[src/rtl/am_envelope_demod.sv]
// Streaming AM envelope demodulator: rectify, moving-average over 2^LOG2_LEN samples,
// left-align to the DAC width, then optional decimation and leaky-integrator DC removal.
module am_envelope_demod #(
    parameter int IN_W     = 8,
    parameter int OUT_W    = 14,
    parameter int LOG2_LEN = 5,
    parameter int DECIM    = 1,
    parameter int DC_SHIFT = 10
) (
    input  logic             sys_clk,
    input  logic             sys_rst,
    input  logic             in_valid,
    input  logic [IN_W-1:0]  ad_data,
    input  logic             dc_block_en,
    output logic             out_valid,
    output logic [OUT_W-1:0] da_data,
    output logic             env_ready
);

    localparam int LEN = 1 << LOG2_LEN;
    localparam int RW  = IN_W - 1;
    localparam int SW  = RW + LOG2_LEN;
    localparam int DW  = OUT_W + DC_SHIFT;
    localparam int CW  = (DECIM > 1) ? $clog2(DECIM) : 1;
    localparam int FW  = LOG2_LEN + 1;

    // Valid semantics: each stage valid bit marks its data registers as holding a
    // sample this cycle; there is no ready, so every stage advances unconditionally.
    logic                s1_valid, s2_valid, s3_valid;
    logic [RW-1:0]       rect, s1_rect, s1_oldest;
    logic [LOG2_LEN-1:0] wr_ptr, s1_ptr;
    logic [RW-1:0]       buffer [LEN];
    logic [SW-1:0]       sum;
    logic [SW+OUT_W-1:0] sum_wide;
    logic [OUT_W-1:0]    env_next, s3_env;
    logic [DW-1:0]       dc;
    logic [OUT_W-1:0]    dc_int;
    logic signed [DW:0]  dc_diff, dc_step;
    logic [OUT_W+1:0]    blk;
    logic [OUT_W-1:0]    blk_sat;
    logic [CW-1:0]       dec_cnt;
    logic [FW-1:0]       fill;
    logic                unused_bits;

    // Magnitude of a negative sample via the low bits of its two's complement;
    // the most negative code has no positive twin and is clamped.
    always_comb begin
        rect = ad_data[IN_W-1] ? (~ad_data[RW-1:0] + RW'(1)) : ad_data[RW-1:0];
        if (ad_data == {1'b1, {RW{1'b0}}})
            rect = '1;
    end

    // S1: wr_ptr already points past any write still pending in S2, so the
    // oldest-entry read never collides with the previous sample's write.
    always_ff @(posedge sys_clk or posedge sys_rst) begin
        if (sys_rst) begin
            s1_valid  <= 1'b0;
            s1_rect   <= '0;
            s1_oldest <= '0;
            s1_ptr    <= '0;
            wr_ptr    <= '0;
            fill      <= '0;
        end else begin
            s1_valid <= in_valid;
            if (in_valid) begin
                s1_rect   <= rect;
                s1_oldest <= buffer[wr_ptr];
                s1_ptr    <= wr_ptr;
                wr_ptr    <= wr_ptr + LOG2_LEN'(1);
                if (fill != FW'(LEN))
                    fill <= fill + FW'(1);
            end
        end
    end

    always_ff @(posedge sys_clk or posedge sys_rst) begin
        if (sys_rst) begin
            for (int i = 0; i < LEN; i++)
                buffer[i] <= '0;
            sum      <= '0;
            s2_valid <= 1'b0;
        end else begin
            s2_valid <= s1_valid;
            if (s1_valid) begin
                buffer[s1_ptr] <= s1_rect;
                sum            <= sum + SW'(s1_rect) - SW'(s1_oldest);
            end
        end
    end

    // Appending OUT_W zeros and taking the top OUT_W bits left-aligns the sum
    // whether it is wider or narrower than the DAC.
    assign sum_wide = {sum, {OUT_W{1'b0}}};
    assign env_next = sum_wide[SW+OUT_W-1 -: OUT_W];

    always_ff @(posedge sys_clk or posedge sys_rst) begin
        if (sys_rst) begin
            s3_valid <= 1'b0;
            s3_env   <= '0;
        end else begin
            s3_valid <= s2_valid;
            if (s2_valid)
                s3_env <= env_next;
        end
    end

    assign dc_int  = dc[DW-1 -: OUT_W];
    assign dc_diff = $signed({1'b0, s3_env, {DC_SHIFT{1'b0}}}) - $signed({1'b0, dc});
    assign dc_step = dc_diff >>> DC_SHIFT;

    // env - dc_int + mid-scale, two guard bits: top bit = below zero, next = above full scale.
    assign blk = {2'b00, s3_env} + {3'b001, {(OUT_W-1){1'b0}}} - {2'b00, dc_int};
    always_comb begin
        if (blk[OUT_W+1])
            blk_sat = '0;
        else if (blk[OUT_W])
            blk_sat = '1;
        else
            blk_sat = blk[OUT_W-1:0];
    end

    always_ff @(posedge sys_clk or posedge sys_rst) begin
        if (sys_rst) begin
            out_valid <= 1'b0;
            da_data   <= '0;
            dc        <= '0;
            dec_cnt   <= '0;
        end else begin
            out_valid <= 1'b0;
            if (s3_valid) begin
                dc      <= dc + dc_step[DW-1:0];
                dec_cnt <= (dec_cnt == CW'(DECIM - 1)) ? '0 : dec_cnt + CW'(1);
                if (dec_cnt == '0) begin
                    out_valid <= 1'b1;
                    da_data   <= dc_block_en ? blk_sat : s3_env;
                end
            end
        end
    end

    assign env_ready   = (fill == FW'(LEN));
    assign unused_bits = ^{sum_wide[OUT_W-1:0], dc_step[DW]};

endmodule
[config.mk]
export PLATFORM = sky130hd
export DESIGN_NAME = am_envelope_demod
export DESIGN_NICKNAME = d
export VERILOG_FILES = /design/src/rtl/am_envelope_demod.sv
export SDC_FILE = /design/constraint.sdc
export NUM_CORES = 1
export LEC_CHECK = 0
export BUFFER_PORTS_ARGS = -buffer_cell sky130_fd_sc_hd__buf_2
export CAP_MARGIN = 10
export CELL_PAD_IN_SITES_DETAIL_PLACEMENT = 2
export CELL_PAD_IN_SITES_GLOBAL_PLACEMENT = 2
export CORE_ASPECT_RATIO = 0.9
export CORE_MARGIN = 3
export CORE_UTILIZATION = 44
export CTS_CLUSTER_SIZE = 24
export DETAILED_ROUTE_END_ITERATION = 6
export PLACE_DENSITY = 0.83
export SLEW_MARGIN = 10
export SYNTH_ARGS = -nofsm -noshare
export SYNTH_HDL_FRONTEND = slang
export SYNTH_SLANG_ARGS = --single-unit
[constraint.sdc]
create_clock -name sys_clk -period 11.25 [get_ports sys_clk]
set_input_delay 1.6875 -clock sys_clk [delete_from_list [all_inputs] [get_ports sys_clk]]
set_output_delay 1.6875 -clock sys_clk [all_outputs]
set_load 0.01 [all_outputs]
==> metrics list <==
* Core Box Area: 0.0376 sq mm
- Summed over all failing endpoints, the final setup total negative slack is 0 ps.
* CP Capture Type: flop
- Max Cap Violations: 0
- Post CTS Setup Buffer Count: 0
* Slew headroom: 33.1%
* Synth Net Count: 1549
- The endpoint identified for the worst register-to-register timing path is dc[23]$_DFFE_PP0P_.
- After routing the design area is 0.0187 sq mm.
- The finished layout holds 1964 standard cells, fillers aside.
- For the worst setup path, the data arrival time is 4950 ps.
- Synthesis handed over a netlist of 1454 instances.
- The number of hold violations in the final report is 0.
- Clock net sink count: 320
- Worst-case register-to-register setup slack: 6740 ps
- Summed over all instances, the cell type with the most area after synthesis is dfrtp_1.
- The worst register-to-register path begins at dc[8]$_DFFE_PP0P_.
* Drt via density: 5.99
* Area enclosed by the die boundary: 0.0408 sq mm
- Ys Warns: 0
- dfrtp_1 is the most common cell in the netlist.
- The worst hold path begins at buffer[215]$_DFFE_PP0P_.
- Clock latency at the later pin of the worst-skew pair: 550 ps
- Nets: 1548
* Root buffer selected by CTS: clkbuf_16
* Fraction of final layout cells with drive strength greater than 1: 23.3%
- Between clock sinks in the finished design, the worst skew comes to 18.5 ps.
* Die outline height: 192 um
* Depth of the worst hold-timing path: 2
- Final Cycle Share: 40.1%
- The repair_antennas step left the layout with diodes totalling 0.
- Total of cells resized after clock tree synthesis: 0
* Post-route core utilization: 49.7%
- Number of pins with negative max-slew slack in the final report: 0
* Cell area after placement: 0.0174 sq mm
- Top cell type's share of synthesized area: 47.4%
- Counting flops with a built-in enable in the synthesized netlist gives 0.
- Global route overflow: 0
- Setup repair after global routing left no endpoint under its margin.
- Portion of netlist area occupied by mux cells: 20.2%
- The initial antenna violation count came to 2.
- In this run the remaining antenna-violating nets after routing total 0.
- Post-Place Cells: 1897
* Run status: finished clean
- After synthesis, the most frequently instantiated cells are 320 x dfrtp_1, 163 x nand2_1, 157 x o21ai_0.
- In this run the worst hold path is classified as reg -> reg.
* Input/output buffers: 27
* Vias in the first global route: 13.6k
* Share of synthesized registers carrying an async set or reset: 100%
- Element type at the critical path start: flop
- The synthesized netlist devotes 8.26% of its cell area to simple gates.
- Iteration count of the initial detailed-routing pass: 5
- The number of hold buffers added after CTS was 0.
- Number of top-level pins: 28
- Highest attainable clock frequency: 0.222 GHz
- The final route contains 11.8k vias.
* FILL cells: 3643
- Min-Delay Endpoint: buffer[215]$_DFFE_PP0P_
* Total standard cell area after synthesis: 0.0169 sq mm
- Xor and xnor fraction of the mapped netlist area: 3.22%
* WP data required: 11680 ps
- TritonCTS built the clock tree.
- Final routed wire length divided by cell count: 27.4 um
* Worst-case reg-to-reg path depth: 18
- Distinct cells, synth: 65
- Clock period minus final worst setup slack: 4510 ps
* Horizontal die dimension: 213 um
- Each instance of the synthesized netlist takes up on average 11.6 sq um.
- Dominant combinational cell family by area after synthesis: multiplexers
- Proportion of synthesized chip area in sequential cells: 47.4%
- Pin count of the biggest net entering global routing: 124
- The detailed router finished its first iteration with 544 violations.
- Once detailed placement completed, the half-perimeter wirelength came to 34500 um.
- Worst slew pin tran: 1000 ps
- Critical path type: reg -> reg
- The floorplan has 67 rows.
* Total CTS buffers: 37
- Max Root-Sink Buffers: 3
- The area growth from synthesis to layout is 10.6%.
* Final routed DRC violation total: 0
- # setup viols final: 0
* Crit Path Max Fanout: 7
- Of the total synthesized cell area, the portion taken by full adders, half adders and majority gates is 6.99%.
- Clock-pin slew was measured on the worst setup and hold paths at 60 ps.
- At the end of routability-driven placement, the weighted congestion stood at 0.810.
- Overall Global Routing Usage: 27.4%
* Compound-Gate Fraction of Synth Area: 10.5%
* Drt total wl: 53800 um
- Ranking of synthesized cells by area: dfrtp_1 47%, mux2_2 10%, mux4_2 9.3%
* Initial core utilization: 45.0%
- The first global-routing pass estimated 85300 um of wire.
- Number of levels the H-tree was split into: 2
- Top_reg_cell synth: dfrtp_1
- Number of storage elements in the synthesis netlist: 320
how the worst max path moves through the flow:
stage / slack [ps] / end / depth (start not counted) / start
3_3_place_gp: 6960 / wr_ptr[0]$_DFFE_PP0P_ / 4 / sys_rst
5_1_grt: 6450 / sum[10]$_DFFE_PP0P_ / 13 / s1_rect[2]$_DFFE_PP0P_
4_1_cts: 6740 / dc[23]$_DFFE_PP0P_ / 18 / dc[8]$_DFFE_PP0P_
6_report: 6740 / dc[23]$_DFFE_PP0P_ / 18 / dc[8]$_DFFE_PP0P_
2_1_floorplan: 710 / buffer[0]$_DFFE_PP0P_ / 1 / sys_rst
3_5_place_dp: 6810 / dc[23]$_DFFE_PP0P_ / 18 / dc[8]$_DFFE_PP0P_
stage by stage:
| stage | hold slack (ps) | worst slack, ps |
|---|---|---|
| 2_1_floorplan | 352 | 706 |
| 3_3_place_gp | 456 | 6960 |
| 3_5_place_dp | 470 | 6810 |
| 4_1_cts | 482 | 6740 |
| 5_1_grt | 517 | 6450 |
| 6_report | 481 | 6740 |
registers in the layout (all words and copies together), names as in the netlist, 5 cells and up:
| name | flops |
|---|---|
| da_data | 14 |
| buffer | 224 |
| s1_oldest | 7 |
| dc | 24 |
| s1_ptr | 5 |
| s3_env | 12 |
| fill | 6 |
| s1_rect | 7 |
| wr_ptr | 5 |
| sum | 12 |
critical path, stage by stage (launching register included):
cell and delay, ps:
dfrtp_1 400, nor4_2 600, nand3_2 230, o41ai_4 310, a31o_2 240, a31o_4 170
a31o_4 170, a31oi_4 100, xnor2_1 150, ha_1 370, and3_1 220, a221oi_1 250
o21ai_0 140, a31oi_2 280, o211ai_1 160, a31o_1 240, nand2_1 110, nand3b_4 80
xnor2_1 140
cells by family (layout without fill, tap and decap cells):
family	Yosys count	after routing
fa+ha+maj	83	83
xor+xnor	62	62
compound gates	293	293
flops	320	320
mux	234	234
buf+inv	151	178
simple gates	311	311
cells in the final DEF (no fill, tap or decap), drive strengths merged, types with 3 or more instances in the layout:
cell,instances
a21o,18
dfrtp,320
o21ai,158
a21boi,4
a211o,4
nand3,11
a21oi,52
nand3b,4
nand2,163
nand2b,4
fa,19
buf,37
mux2i,13
inv,76
nor2b,15
mux4,70
o21a,9
xnor2,42
bufinv,3
nor4,4
nor2,68
a31o,8
clkinv,8
a31oi,8
clkbuf,53
and3,9
nor3b,5
o211ai,3
nand4,7
or3,6
nor3,8
xor2,20
o21bai,5
mux2,151
a211oi,7
ha,64
final cells by class:
| type | instances | area [sq um] | share of cell area, % |
|---|---|---|---|
| multi-input combinational | 983 | 8300 | 44.4 |
| sequential | 320 | 8010 | 42.9 |
| tap | 483 | 604 | 3.24 |
| timing repair buffer | 37 | 210 | 1.13 |
| clock buffer | 53 | 1080 | 5.77 |
| clock inverter | 14 | 188 | 1.00 |
| inverter | 74 | 285 | 1.53 |
per-layer routing:
layer  track usage [%]  share of wire, %  vias up
li1                  -                 -     5138
met4              9.00               3.3        2
met5                 0             0.022        -
met1              35.5                42     6266
met2              47.1                50      238
met3              4.52               4.1      114
Power is not shown: default switching activity piles up to over one toggle a cycle in this logic, so the estimate is an artifact.
